### config.mk
export PLATFORM = sky130hd
export DESIGN_NAME = icache_ifill_unit_flat
export DESIGN_NICKNAME = d
export VERILOG_FILES = /design/src/rtl/icache_ifill_unit_if.sv /design/src/rtl/icache_ifill_unit.sv /design/src/flat_wrapper.sv
export SDC_FILE = /design/constraint.sdc
export NUM_CORES = 1
export LEC_CHECK = 0
export BUFFER_PORTS_ARGS = -buffer_cell sky130_fd_sc_hd__buf_4
export CAP_MARGIN = 20
export CORE_MARGIN = 10
export CORE_UTILIZATION = 50
export CTS_CLUSTER_SIZE = 40
export DETAILED_ROUTE_END_ITERATION = 6
export PLACE_DENSITY = 0.78
export SETUP_SLACK_MARGIN = 0.05
export SYNTH_ARGS = -nofsm -noshare
export SYNTH_HDL_FRONTEND = slang
export SYNTH_SLANG_ARGS = --single-unit
### constraint.sdc
create_clock -name clk_i -period 2.6 [get_ports clk_i]
set_input_delay 0.26 -clock clk_i [delete_from_list [all_inputs] [get_ports clk_i]]
set_output_delay 0.26 -clock clk_i [all_outputs]
set_load 0.02 [all_outputs]
### src/rtl/icache_ifill_unit_if.sv
// ---------------------------------------------------------------------------
// icache_ifill_unit_if
//
// Purpose: groups the fill-request / fill-response port towards the
// instruction cache and the 64-bit read port towards memory for the
// icache_ifill_unit refill engine.
//
// Handshakes:
//   - ifill_req : a request transfers on the rising edge where
//     ifill_req_valid_i && ifill_req_ready_o; the unit only raises ready
//     while idle.
//   - mem_req   : once mem_req_valid_o rises it stays high, with a stable
//     mem_req_addr_o, until the edge where mem_req_ready_i is also high.
//   - mem_resp  : no backpressure; every cycle with mem_resp_valid_i high
//     delivers one 64-bit word, in ascending address order.
//   - ifill_resp: no backpressure; ifill_resp_valid_o is a one-cycle pulse
//     per 128-bit beat, ifill_resp_ack_o marks the last beat of the line.
//
// Modports:
//   slave  : the refill unit's view (inputs from cache and memory).
//   master : the environment's view (cache + memory side).
// ---------------------------------------------------------------------------
interface icache_ifill_unit_if #(
    parameter int LINE_ADDR_W = 26,
    parameter int MEM_ADDR_W  = 32,
    parameter int MEM_DATA_W  = 64
);
    // Cache-side refill request
    logic                      ifill_req_valid_i;
    logic                      ifill_req_ready_o;
    logic [1:0]                ifill_req_way_i;
    logic [LINE_ADDR_W-1:0]    ifill_req_paddr_i;
    logic                      ifill_kill_i;

    // Cache-side refill response
    logic                      ifill_resp_valid_o;
    logic                      ifill_resp_ack_o;
    logic [1:0]                ifill_resp_beat_o;
    logic [1:0]                ifill_resp_way_o;
    logic [2*MEM_DATA_W-1:0]   ifill_resp_data_o;

    // Memory read port
    logic                      mem_req_valid_o;
    logic                      mem_req_ready_i;
    logic [MEM_ADDR_W-1:0]     mem_req_addr_o;
    logic                      mem_resp_valid_i;
    logic [MEM_DATA_W-1:0]     mem_resp_data_i;

    modport slave (
        input  ifill_req_valid_i,
        output ifill_req_ready_o,
        input  ifill_req_way_i,
        input  ifill_req_paddr_i,
        input  ifill_kill_i,
        output ifill_resp_valid_o,
        output ifill_resp_ack_o,
        output ifill_resp_beat_o,
        output ifill_resp_way_o,
        output ifill_resp_data_o,
        output mem_req_valid_o,
        input  mem_req_ready_i,
        output mem_req_addr_o,
        input  mem_resp_valid_i,
        input  mem_resp_data_i
    );

    modport master (
        output ifill_req_valid_i,
        input  ifill_req_ready_o,
        output ifill_req_way_i,
        output ifill_req_paddr_i,
        output ifill_kill_i,
        input  ifill_resp_valid_o,
        input  ifill_resp_ack_o,
        input  ifill_resp_beat_o,
        input  ifill_resp_way_o,
        input  ifill_resp_data_o,
        input  mem_req_valid_o,
        output mem_req_ready_i,
        input  mem_req_addr_o,
        output mem_resp_valid_i,
        output mem_resp_data_i
    );
endinterface

### src/rtl/icache_ifill_unit.sv
// ---------------------------------------------------------------------------
// icache_ifill_unit
//
// Purpose: instruction-cache line refill engine. Accepts one refill request
// (physical line address + victim way), issues a single memory read for the
// 64-byte line, pairs the eight 64-bit response words into four 128-bit
// beats and returns them to the cache with beat index, way and a completion
// acknowledge on the last beat. A kill from fetch suppresses the remaining
// response beats while the memory transaction still drains to completion.
//
// Ports:
//   clk_i          clock, rising edge
//   rstn_i         asynchronous active-low reset
//   bus            icache_ifill_unit_if.slave (cache request/response and
//                  memory read port; handshake rules in the interface file)
//   busy_o         high whenever a refill is in flight (miss-time counting)
//   dbg_state_o    current FSM state, for checkers
//   dbg_word_cnt_o current response-word counter, for checkers
//
// MEM_ADDR_W must equal LINE_ADDR_W + 6 and MEM_DATA_W must be 64.
// ---------------------------------------------------------------------------
module icache_ifill_unit #(
    parameter int LINE_ADDR_W = 26,
    parameter int MEM_ADDR_W  = 32,
    parameter int MEM_DATA_W  = 64
) (
    input  logic                     clk_i,
    input  logic                     rstn_i,
    icache_ifill_unit_if.slave       bus,
    output logic                     busy_o,
    output logic [1:0]               dbg_state_o,
    output logic [2:0]               dbg_word_cnt_o
);

    typedef enum logic [1:0] {
        IDLE = 2'd0,
        REQ  = 2'd1,
        RESP = 2'd2
    } state_e;

    // ------------------------------------------------------------------
    // State
    // ------------------------------------------------------------------
    state_e                    state_q,      state_d;
    logic [LINE_ADDR_W-1:0]    paddr_q,      paddr_d;
    logic [1:0]                way_q,        way_d;
    logic [2:0]                cnt_q,        cnt_d;
    logic                      killed_q,     killed_d;
    logic [MEM_DATA_W-1:0]     lo_buf_q,     lo_buf_d;

    // Registered response beat
    logic                      resp_valid_q, resp_valid_d;
    logic                      resp_ack_q,   resp_ack_d;
    logic [1:0]                resp_beat_q,  resp_beat_d;
    logic [1:0]                resp_way_q,   resp_way_d;
    logic [2*MEM_DATA_W-1:0]   resp_data_q,  resp_data_d;

    // Kill seen this cycle or earlier in the current refill
    logic                      kill_now;
    logic [MEM_ADDR_W-1:0]     mem_addr;

    // ------------------------------------------------------------------
    // Sequential
    // ------------------------------------------------------------------
    always_ff @(posedge clk_i or negedge rstn_i) begin
        if (!rstn_i) begin
            state_q      <= IDLE;
            paddr_q      <= '0;
            way_q        <= '0;
            cnt_q        <= '0;
            killed_q     <= 1'b0;
            lo_buf_q     <= '0;
            resp_valid_q <= 1'b0;
            resp_ack_q   <= 1'b0;
            resp_beat_q  <= '0;
            resp_way_q   <= '0;
            resp_data_q  <= '0;
        end else begin
            state_q      <= state_d;
            paddr_q      <= paddr_d;
            way_q        <= way_d;
            cnt_q        <= cnt_d;
            killed_q     <= killed_d;
            lo_buf_q     <= lo_buf_d;
            resp_valid_q <= resp_valid_d;
            resp_ack_q   <= resp_ack_d;
            resp_beat_q  <= resp_beat_d;
            resp_way_q   <= resp_way_d;
            resp_data_q  <= resp_data_d;
        end
    end

    // ------------------------------------------------------------------
    // Next state and datapath
    // ------------------------------------------------------------------
    always_comb begin
        state_d      = state_q;
        paddr_d      = paddr_q;
        way_d        = way_q;
        cnt_d        = cnt_q;
        killed_d     = killed_q;
        lo_buf_d     = lo_buf_q;
        // Valid/ack are single-cycle pulses; beat/way/data hold their
        // last value so they stay steady alongside and after the pulse.
        resp_valid_d = 1'b0;
        resp_ack_d   = 1'b0;
        resp_beat_d  = resp_beat_q;
        resp_way_d   = resp_way_q;
        resp_data_d  = resp_data_q;
        kill_now     = killed_q | bus.ifill_kill_i;

        unique case (state_q)
            IDLE: begin
                // A request that arrives together with a kill is already
                // stale from fetch's point of view, so it is not taken.
                if (bus.ifill_req_valid_i && !bus.ifill_kill_i) begin
                    paddr_d  = bus.ifill_req_paddr_i;
                    way_d    = bus.ifill_req_way_i;
                    killed_d = 1'b0;
                    cnt_d    = '0;
                    state_d  = REQ;
                end
            end

            REQ: begin
                // The memory request is never withdrawn; a kill only
                // marks the refill so its response is dropped later.
                killed_d = kill_now;
                if (bus.mem_req_ready_i) begin
                    state_d = RESP;
                end
            end

            RESP: begin
                killed_d = kill_now;
                if (bus.mem_resp_valid_i) begin
                    cnt_d = cnt_q + 3'd1;
                    if (!cnt_q[0]) begin
                        lo_buf_d = bus.mem_resp_data_i;
                    end else if (!kill_now) begin
                        // Odd word completes a 128-bit beat; a kill in this
                        // very cycle already suppresses it.
                        resp_valid_d = 1'b1;
                        resp_ack_d   = (cnt_q == 3'd7);
                        resp_beat_d  = cnt_q[2:1];
                        resp_way_d   = way_q;
                        resp_data_d  = {bus.mem_resp_data_i, lo_buf_q};
                    end
                    // Word 7 closes the line whether killed or not; the
                    // counter wraps back to 0 on its own.
                    if (cnt_q == 3'd7) begin
                        state_d = IDLE;
                    end
                end
            end

            default: begin
                state_d = IDLE;
            end
        endcase
    end

    // ------------------------------------------------------------------
    // Outputs
    // ------------------------------------------------------------------
    assign mem_addr               = {paddr_q, 6'b000000};

    assign bus.ifill_req_ready_o  = (state_q == IDLE);
    assign bus.mem_req_valid_o    = (state_q == REQ);
    assign bus.mem_req_addr_o     = mem_addr;

    assign bus.ifill_resp_valid_o = resp_valid_q;
    assign bus.ifill_resp_ack_o   = resp_ack_q;
    assign bus.ifill_resp_beat_o  = resp_beat_q;
    assign bus.ifill_resp_way_o   = resp_way_q;
    assign bus.ifill_resp_data_o  = resp_data_q;

    assign busy_o                 = (state_q != IDLE);
    assign dbg_state_o            = state_q;
    assign dbg_word_cnt_o         = cnt_q;

endmodule

### src/flat_wrapper.sv
// flat-port wrapper written by rule: the top's interface ports become plain ports
module icache_ifill_unit_flat 
#(
    parameter int LINE_ADDR_W = 26,
    parameter int MEM_ADDR_W  = 32,
    parameter int MEM_DATA_W  = 64
)
  (clk_i, rstn_i, busy_o, dbg_state_o, dbg_word_cnt_o, bus_ifill_req_valid_i, bus_ifill_req_ready_o, bus_ifill_req_way_i, bus_ifill_req_paddr_i, bus_ifill_kill_i, bus_ifill_resp_valid_o, bus_ifill_resp_ack_o, bus_ifill_resp_beat_o, bus_ifill_resp_way_o, bus_ifill_resp_data_o, bus_mem_req_valid_o, bus_mem_req_ready_i, bus_mem_req_addr_o, bus_mem_resp_valid_i, bus_mem_resp_data_i);
  icache_ifill_unit_if #(.LINE_ADDR_W(LINE_ADDR_W), .MEM_ADDR_W(MEM_ADDR_W), .MEM_DATA_W(MEM_DATA_W)) bus_i ();
  input  logic clk_i;
  input  logic rstn_i;
  output logic busy_o;
  output logic [1:0] dbg_state_o;
  output logic [2:0] dbg_word_cnt_o;
  input wire logic [$bits(bus_i.ifill_req_valid_i)-1:0] bus_ifill_req_valid_i;
  output wire logic [$bits(bus_i.ifill_req_ready_o)-1:0] bus_ifill_req_ready_o;
  input wire logic [$bits(bus_i.ifill_req_way_i)-1:0] bus_ifill_req_way_i;
  input wire logic [$bits(bus_i.ifill_req_paddr_i)-1:0] bus_ifill_req_paddr_i;
  input wire logic [$bits(bus_i.ifill_kill_i)-1:0] bus_ifill_kill_i;
  output wire logic [$bits(bus_i.ifill_resp_valid_o)-1:0] bus_ifill_resp_valid_o;
  output wire logic [$bits(bus_i.ifill_resp_ack_o)-1:0] bus_ifill_resp_ack_o;
  output wire logic [$bits(bus_i.ifill_resp_beat_o)-1:0] bus_ifill_resp_beat_o;
  output wire logic [$bits(bus_i.ifill_resp_way_o)-1:0] bus_ifill_resp_way_o;
  output wire logic [$bits(bus_i.ifill_resp_data_o)-1:0] bus_ifill_resp_data_o;
  output wire logic [$bits(bus_i.mem_req_valid_o)-1:0] bus_mem_req_valid_o;
  input wire logic [$bits(bus_i.mem_req_ready_i)-1:0] bus_mem_req_ready_i;
  output wire logic [$bits(bus_i.mem_req_addr_o)-1:0] bus_mem_req_addr_o;
  input wire logic [$bits(bus_i.mem_resp_valid_i)-1:0] bus_mem_resp_valid_i;
  input wire logic [$bits(bus_i.mem_resp_data_i)-1:0] bus_mem_resp_data_i;
  assign bus_i.ifill_req_valid_i = bus_ifill_req_valid_i;
  assign bus_ifill_req_ready_o = bus_i.ifill_req_ready_o;
  assign bus_i.ifill_req_way_i = bus_ifill_req_way_i;
  assign bus_i.ifill_req_paddr_i = bus_ifill_req_paddr_i;
  assign bus_i.ifill_kill_i = bus_ifill_kill_i;
  assign bus_ifill_resp_valid_o = bus_i.ifill_resp_valid_o;
  assign bus_ifill_resp_ack_o = bus_i.ifill_resp_ack_o;
  assign bus_ifill_resp_beat_o = bus_i.ifill_resp_beat_o;
  assign bus_ifill_resp_way_o = bus_i.ifill_resp_way_o;
  assign bus_ifill_resp_data_o = bus_i.ifill_resp_data_o;
  assign bus_mem_req_valid_o = bus_i.mem_req_valid_o;
  assign bus_i.mem_req_ready_i = bus_mem_req_ready_i;
  assign bus_mem_req_addr_o = bus_i.mem_req_addr_o;
  assign bus_i.mem_resp_valid_i = bus_mem_resp_valid_i;
  assign bus_i.mem_resp_data_i = bus_mem_resp_data_i;
  icache_ifill_unit #(.LINE_ADDR_W(LINE_ADDR_W), .MEM_ADDR_W(MEM_ADDR_W), .MEM_DATA_W(MEM_DATA_W)) u_core (.clk_i(clk_i), .rstn_i(rstn_i), .bus(bus_i), .busy_o(busy_o), .dbg_state_o(dbg_state_o), .dbg_word_cnt_o(dbg_word_cnt_o));
endmodule
==> results of run 1 <==
==> path summary, 6_finish.rpt <==
path | cells after the start | end | slack (ps) | startpoint
worst min-delay path | 3 | u_core.killed_q$_DFFE_PN0P_ | 70 | bus_ifill_kill_i
max in group asynchronous | 3 | u_core.bus.ifill_resp_data_o[117]$_DFFE_PN0P_ | 1530 | rstn_i
worst min register to register | 1 | u_core.bus.ifill_resp_data_o[102]$_DFFE_PN0P_ | 490 | u_core.bus.ifill_resp_data_o[102]$_DFFE_PN0P_
worst max register to register | 6 | u_core.bus.ifill_resp_data_o[13]$_DFFE_PN0P_ | 540 | u_core.dbg_state_o[0]$_DFFE_PN0P_
worst max-delay path | 6 | u_core.bus.ifill_resp_data_o[13]$_DFFE_PN0P_ | 540 | u_core.dbg_state_o[0]$_DFFE_PN0P_
min in group asynchronous | 2 | u_core.bus.ifill_resp_valid_o$_DFF_PN0_ | 270 | rstn_i
==> state kept, by name (all words and copies together) (netlist names) <==
signal,cells
u_core.lo_buf_q,64
u_core.paddr_q,26
u_core.bus.ifill_resp_beat_o,2
u_core.dbg_state_o,2
u_core.bus.ifill_resp_way_o,2
u_core.bus.ifill_resp_data_o,128
u_core.bus.ifill_resp_valid_o,1
u_core.bus.ifill_resp_ack_o,1
u_core.way_q,2
u_core.killed_q,1
u_core.dbg_word_cnt_o,3
==> cell families after synthesis <==
| kind of cell | synth area share |
|---|---|
| simple gates | 0.00769 |
| fa+ha+maj | 0.00824 |
| flops | 0.637 |
| mux | 0.311 |
| other cells | 0.000411 |
| buf+inv | 0.0309 |
| compound gates | 0.00494 |
==> power by group <==
part	switching [mW]	internal [mW]	total [mW]	leakage, nW
combinational	3.00	3.30	6.30	3.21
clock	1.36	2.14	3.50	0.383
sequential	1.00	5.29	6.30	3.01
==> through the flow <==
| step | hold slack, ps | util |
|---|---|---|
| 3_3_place_gp | 198 | 0.632 |
| 3_5_place_dp | 213 | 0.632 |
| 2_1_floorplan | -35.6 | - |
| 5_1_grt | 71.8 | 0.728 |
| 6_report | 70.3 | 0.728 |
| 4_1_cts | 34.4 | 0.728 |
==> worst max-delay path: cells and delay by family, from the launching register on <==
family                     cells  cell delay (ps)
DFF                            1              430
adders and majority gates      1              280
and+or+nand+nor                1              130
buffers and inverters          3              740
muxes                          1              350
==> per-layer routing <==
| layer | GRT usage | up-vias | wire length, µm |
|---|---|---|---|
| li1 | - | 2574 | - |
| met1 | 0.229 | 2938 | 9520 |
| met2 | 0.332 | 208 | 11900 |
| met3 | 0.0731 | 37 | 2140 |
| met4 | 0.0477 | 0 | 434 |
| met5 | 0 | - | 0 |
==> cells in the mapped netlist <==
master,number,share of area
dfrtp_1,232,0.64
mux2_2,150,0.19
mux2_4,69,0.11
buf_2,12,0.0066
buf_8,8,0.013
mux2_1,7,0.0086
buf_4,6,0.0049
ha_1,6,0.0082
inv_1,5,0.0021
a21oi_1,3,0.0016
buf_6,3,0.0037
mux2i_1,3,0.0033
nand2_1,2,0.00082
nand2_2,2,0.0014
a211oi_1,1,0.00082
a21boi_0,1,0.00082
and2b_1,1,0.00082
and3_1,1,0.00069
and4bb_1,1,0.0014
conb_1,1,0.00041
inv_2,1,0.00041
nand2b_1,1,0.00069
nor2b_1,1,0.00069
nor3_1,1,0.00055
o21ai_0,1,0.00055
o32a_1,1,0.0011
or2_1,1,0.00069
==> cell type report <==
class	instances	area, µm²	share of cell area
clock inverter	4	97.6	0.00746
sequential	232	5810	0.444
inverter	6	27.5	0.00210
multi-input combinational	259	3050	0.233
timing repair buffer	373	3120	0.238
clock buffer	37	701	0.0536
tap	229	287	0.0219
==> cell usage in the layout (no fill, tap or decap), types with 2 or more instances in the layout <==
cell / Yosys / layout
buf_4: 6 / 273
dfrtp_1: 232 / 232
mux2_2: 150 / 150
dlygate4sd3_1: 0 / 93
mux2_4: 69 / 69
clkbuf_16: 0 / 25
clkbuf_1: 0 / 9
mux2_1: 7 / 7
ha_1: 6 / 6
conb_1: 1 / 6
buf_12: 0 / 6
inv_1: 5 / 5
mux2i_1: 3 / 3
a21oi_1: 3 / 3
clkbuf_8: 0 / 3
bufinv_16: 0 / 3
nand2_2: 2 / 2
nand2_1: 2 / 2
==> what timing repair did <==
item	CTS	global route
endpoints found under the hold margin	200	0
gates resized for setup	0	0
setup endpoints to repair	0	0
hold buffers	93	0
==> results.py, run 1 <==
metrics = {
    "run_status": {
        "status": "finished, final reports clean",
    },
    "cells_and_area": {
        "fillers": 1075,
        "drive_above_1_share": 0.586,
        "fin_nets": 1001,
        "final_cell_count_no_fill": 1140,
        "finalInstanceArea_mm2": 0.0131,
        "area_growth_pct": 43.5,
        "diodes": 0,
    },
    "grt": {
        "grt_pass1_wl_um": 38200,
        "grt_antenna_before_repair": 0,
        "grt_overflow": 0,
        "grt_max_degree": 68,
        "grt_use_total": 0.195,
        "grt_pass1_vias": 6679,
    },
    "detailed_routing": {
        "dr.first_iter.drc_count": 151,
        "via_per_inst": 5.05,
        "postRouteAntennaNets": 0,
        "wl_per_cell_um": 21.1,
        "vias": 5757,
        "drc_errors": 0,
        "wl_um": 24000,
        "drtPass1Iterations": 4,
    },
    "flow_run": {
        "drv_cap": 0,
    },
    "synth": {
        "syn_inst": 521,
        "synth.distinct_cells": 27,
        "ys_seq_area_frac": 0.637,
        "ys_warn_count": 0,
        "avgSynthCellArea_um2": 17.5,
        "ys_ff_latch": 232,
        "syn_area_mm2": 0.00911,
    },
    "floorplanning": {
        "start_util": 0.507,
        "die_w_um": 155,
        "fp.dieH_um": 155,
        "core_area_mm2": 0.0180,
        "die_area_mm2": 0.0240,
        "std_cell_rows": 49,
        "io_pins": 272,
    },
    "placed_design": {
        "io_buffer_count": 265,
        "gp_congestion": 0.826,
        "place_inst": 1006,
        "hpwl_um": 16200,
        "dpl_cell_area_mm2": 0.0114,
        "place_ws_ps": 534,
    },
    "worst_setup_path": {
        "cp-end-kind": "register",
        "critPathMaxStageDelay_ps": 430,
        "cp.required_ps": 2990,
        "crit_slowest_cell": "dfrtp_1",
        "crit_chain": "inv_1 -> ha_1 -> nand2_2 -> inv_6 -> buf_4 -> mux2_2",
        "criticalPathCategory": "register to register",
        "path_max_fanout": 30,
        "cp-start-kind": "register",
        "cp.arrival_ps": 2450,
    },
    "timing": {
        "fin_crit_sh": 0.793,
        "final_hold_viol_count": 0,
        "fin_crit_ps": 2060,
        "setup-tns-final_ps": 0,
        "rsz0062_at_grt": "false",
        "slew_viol_final": 0,
        "worst_slack_ps": 538,
        "max_freq_mhz": 485,
        "skew_ps": 8.06,
        "setup_viol": 0,
    },
    "pwr": {
        "cellPowerDensity_mw_per_mm2": 1230,
        "total_power_mw": 16.1,
        "max-vdd-ir-drop_uv": 896,
        "cellLeakagePower_nw": 6.60,
    },
    "clock_network": {
        "root_buffer": "clkbuf_16",
        "clock-sinks": 232,
        "clk_pin_slew_ps": 60,
        "post_cts_buffers": 0,
        "cts_tree": "yes",
        "clock_path_buffers": 3,
        "clkLatencyLatePin_ps": 510,
        "htreeDepth": 1,
        "cts_made_buffers": 25,
    },
    "min_path": {
        "min_path_type": "input port to register",
    },
}
(Power assumes the default switching activity.)
==> run 2: changes to the inputs <==
- clock period: 2.6 -> 2.13 ns (I/O delays scaled with it)
==> run 2 against run 1 <==
  * Routed wire length about the same
  * Register-to-register slack worse by 370 ps
  * Maximum frequency rose by 4.9%
  * Core utilization rose by 0.29 points
  * Sequential share of layout area shrank 0.17 points
  * Clock skew grew 3.2 ps
  * Non-clock buffer count is 1 higher
  * Critical endpoint is now u_core.bus.ifill_resp_data_o[25]$_DFFE_PN0P_
  * Total power increased by 22%
  * Design area increased by 0.39%
  * Critical path type unchanged
  * Largest power group unchanged
  * Count of clock-buffer cells in the layout down 1
  * Via count shrank 0.28%
  * Worst hold slack better by 120 ps
==> results.py, run 2 (same netlist as run 1, synthesis figures left out) <==
metrics = {
    "floorplanning": {
        "start_util": 0.507,
        "die_area_mm2": 0.0240,
        "fp.dieH_um": 155,
        "std_cell_rows": 49,
        "io_pins": 272,
        "die_w_um": 155,
        "core_area_mm2": 0.0180,
    },
    "detailed_routing": {
        "dr.first_iter.drc_count": 178,
        "drt-met1-wl_um": 9240,
        "wl_met3_um": 2090,
        "drc_errors": 0,
        "wl_met2_um": 12200,
        "top_layer_used": "met4",
        "wl_um": 24000,
        "via_per_inst": 5.02,
        "wl_per_cell_um": 21.0,
        "postRouteAntennaNets": 0,
        "vias": 5741,
        "drtPass1Iterations": 4,
    },
    "grt": {
        "grt_max_degree": 66,
        "grt_overflow": 0,
        "grt_pass1_wl_um": 38300,
        "grt_antenna_before_repair": 0,
        "grt_pass1_vias": 6746,
        "grt_use_total": 0.196,
    },
    "timing": {
        "max_freq_mhz": 509,
        "slew_viol_final": 0,
        "skew_ps": 11.2,
        "final_hold_viol_count": 0,
        "fin_crit_ps": 1960,
        "setup-tns-final_ps": 0,
        "fin_crit_sh": 0.922,
        "rsz0062_at_grt": "false",
        "setup_viol": 0,
    },
    "clock_network": {
        "cts_tree": "yes",
        "hold_buffers": 94,
        "root_buffer": "clkbuf_16",
        "clk_pin_slew_ps": 60,
        "postCtsResizedCells": 0,
        "htreeDepth": 1,
        "clock_path_buffers": 3,
        "clock-sinks": 232,
        "cts_made_buffers": 24,
        "clkLatencyLatePin_ps": 510,
        "post_cts_buffers": 0,
    },
    "placed_design": {
        "hpwl_um": 16000,
        "gp_congestion": 0.828,
        "place_inst": 1006,
        "io_buffer_count": 265,
        "dpl_cell_area_mm2": 0.0114,
    },
    "worst_setup_path": {
        "cp-end-kind": "register",
        "crit_chain": "inv_1 -> ha_1 -> nand2_2 -> inv_6 -> buf_12 -> mux2_2",
        "cp-start-kind": "register",
        "crit_slowest_cell": "dfrtp_1",
        "criticalPathCategory": "register to register",
        "path_buf_inv": 3,
        "path_max_fanout": 29,
        "critPathMaxStageDelay_ps": 430,
        "cp.arrival_ps": 2350,
        "critPathTopFamily": "buffers and inverters",
        "cp.required_ps": 2510,
    },
    "pwr": {
        "cellLeakagePower_nw": 6.63,
        "cellPowerDensity_mw_per_mm2": 1500,
        "total_power_mw": 19.7,
        "max-vdd-ir-drop_uv": 1160,
    },
    "cells_and_area": {
        "diodes": 0,
        "fin_nets": 1001,
        "largest_reg_flops": 128,
        "area_growth_pct": 44.1,
        "fillers": 1074,
        "drive_above_1_share": 0.592,
        "final_util": 0.731,
        "layout_commonest_cell": "buf_4",
        "final_cell_count_no_fill": 1143,
        "finalInstanceArea_mm2": 0.0131,
        "final_cell_mix": "271 x buf_4, 232 x dfrtp_1, 150 x mux2_2",
    },
    "min_path": {
        "min_path_type": "input port to register",
    },
    "flow_run": {
        "drv_cap": 0,
    },
    "run_status": {
        "status": "finished, final reports clean",
    },
}
## run 2: cell types whose count changed in the layout (fill, tap and decap cells not counted)
cell           change
clkinvlp_4         -1
buf_4              -2
buf_12             +2
ha_1               -1
clkbuf_8           +3
dlygate4sd3_1      +1
clkbuf_1           -4
bufinv_16          -1
ha_2               +1
clkinv_2           +5
## run 2: layout make-up
cell class | instances | area, µm² | share of cell area
flip-flops and latches | 232 | 5810 | 0.442
repair buffers | 374 | 3150 | 0.240
multi-input cells | 259 | 3050 | 0.232
clock buffers | 36 | 727 | 0.0554
well taps | 229 | 287 | 0.0218
clock inverters | 7 | 85.1 | 0.00648
inverters | 6 | 27.5 | 0.00210
## run 2: through the flow
step                      hold slack, ps  worst slack [ps]
after floorplan                    -82.6               165
after global placement               189               274
after detailed placement             199               203
after CTS                            139               178
after global routing                 187              68.0
final                                191               165
## run 2: layer usage
metal	vias to the layer above	GRT usage
met5	-	0
met3	40	0.0722
met4	0	0.0468
li1	2564	-
met1	2938	0.224
met2	199	0.339
## run 2: worst paths after layout
path,to,start,cells past startpoint,slack [ps]
max,u_core.bus.ifill_resp_data_o[25]$_DFFE_PN0P_,u_core.dbg_state_o[0]$_DFFE_PN0P_,6,170
min,u_core.dbg_state_o[0]$_DFFE_PN0P_,bus_mem_req_ready_i,3,190
max reg2reg,u_core.bus.ifill_resp_data_o[25]$_DFFE_PN0P_,u_core.dbg_state_o[0]$_DFFE_PN0P_,6,170
min reg2reg,u_core.bus.ifill_resp_data_o[70]$_DFFE_PN0P_,u_core.bus.ifill_resp_data_o[70]$_DFFE_PN0P_,1,490
max in group asynchronous,u_core.bus.ifill_resp_data_o[76]$_DFFE_PN0P_,rstn_i,3,1190
min in group asynchronous,u_core.bus.ifill_resp_data_o[104]$_DFFE_PN0P_,rstn_i,2,260
## run 2: worst register-to-register path, delay by kind of cell (launching register included)
kind          cells  cell delay (ps)
mux               1              380
flops             1              430
fa+ha+maj         1              310
buf+inv           3              590
simple gates      1              130
## run 2: power breakdown
part,switching (mW),internal [mW],leakage [nW],total [mW]
Combinational,3.65,4.04,3.22,7.70
Sequential,1.27,6.46,3.01,7.73
Clock,1.65,2.59,0.405,4.23
Total,6.56,13.1,6.63,19.7
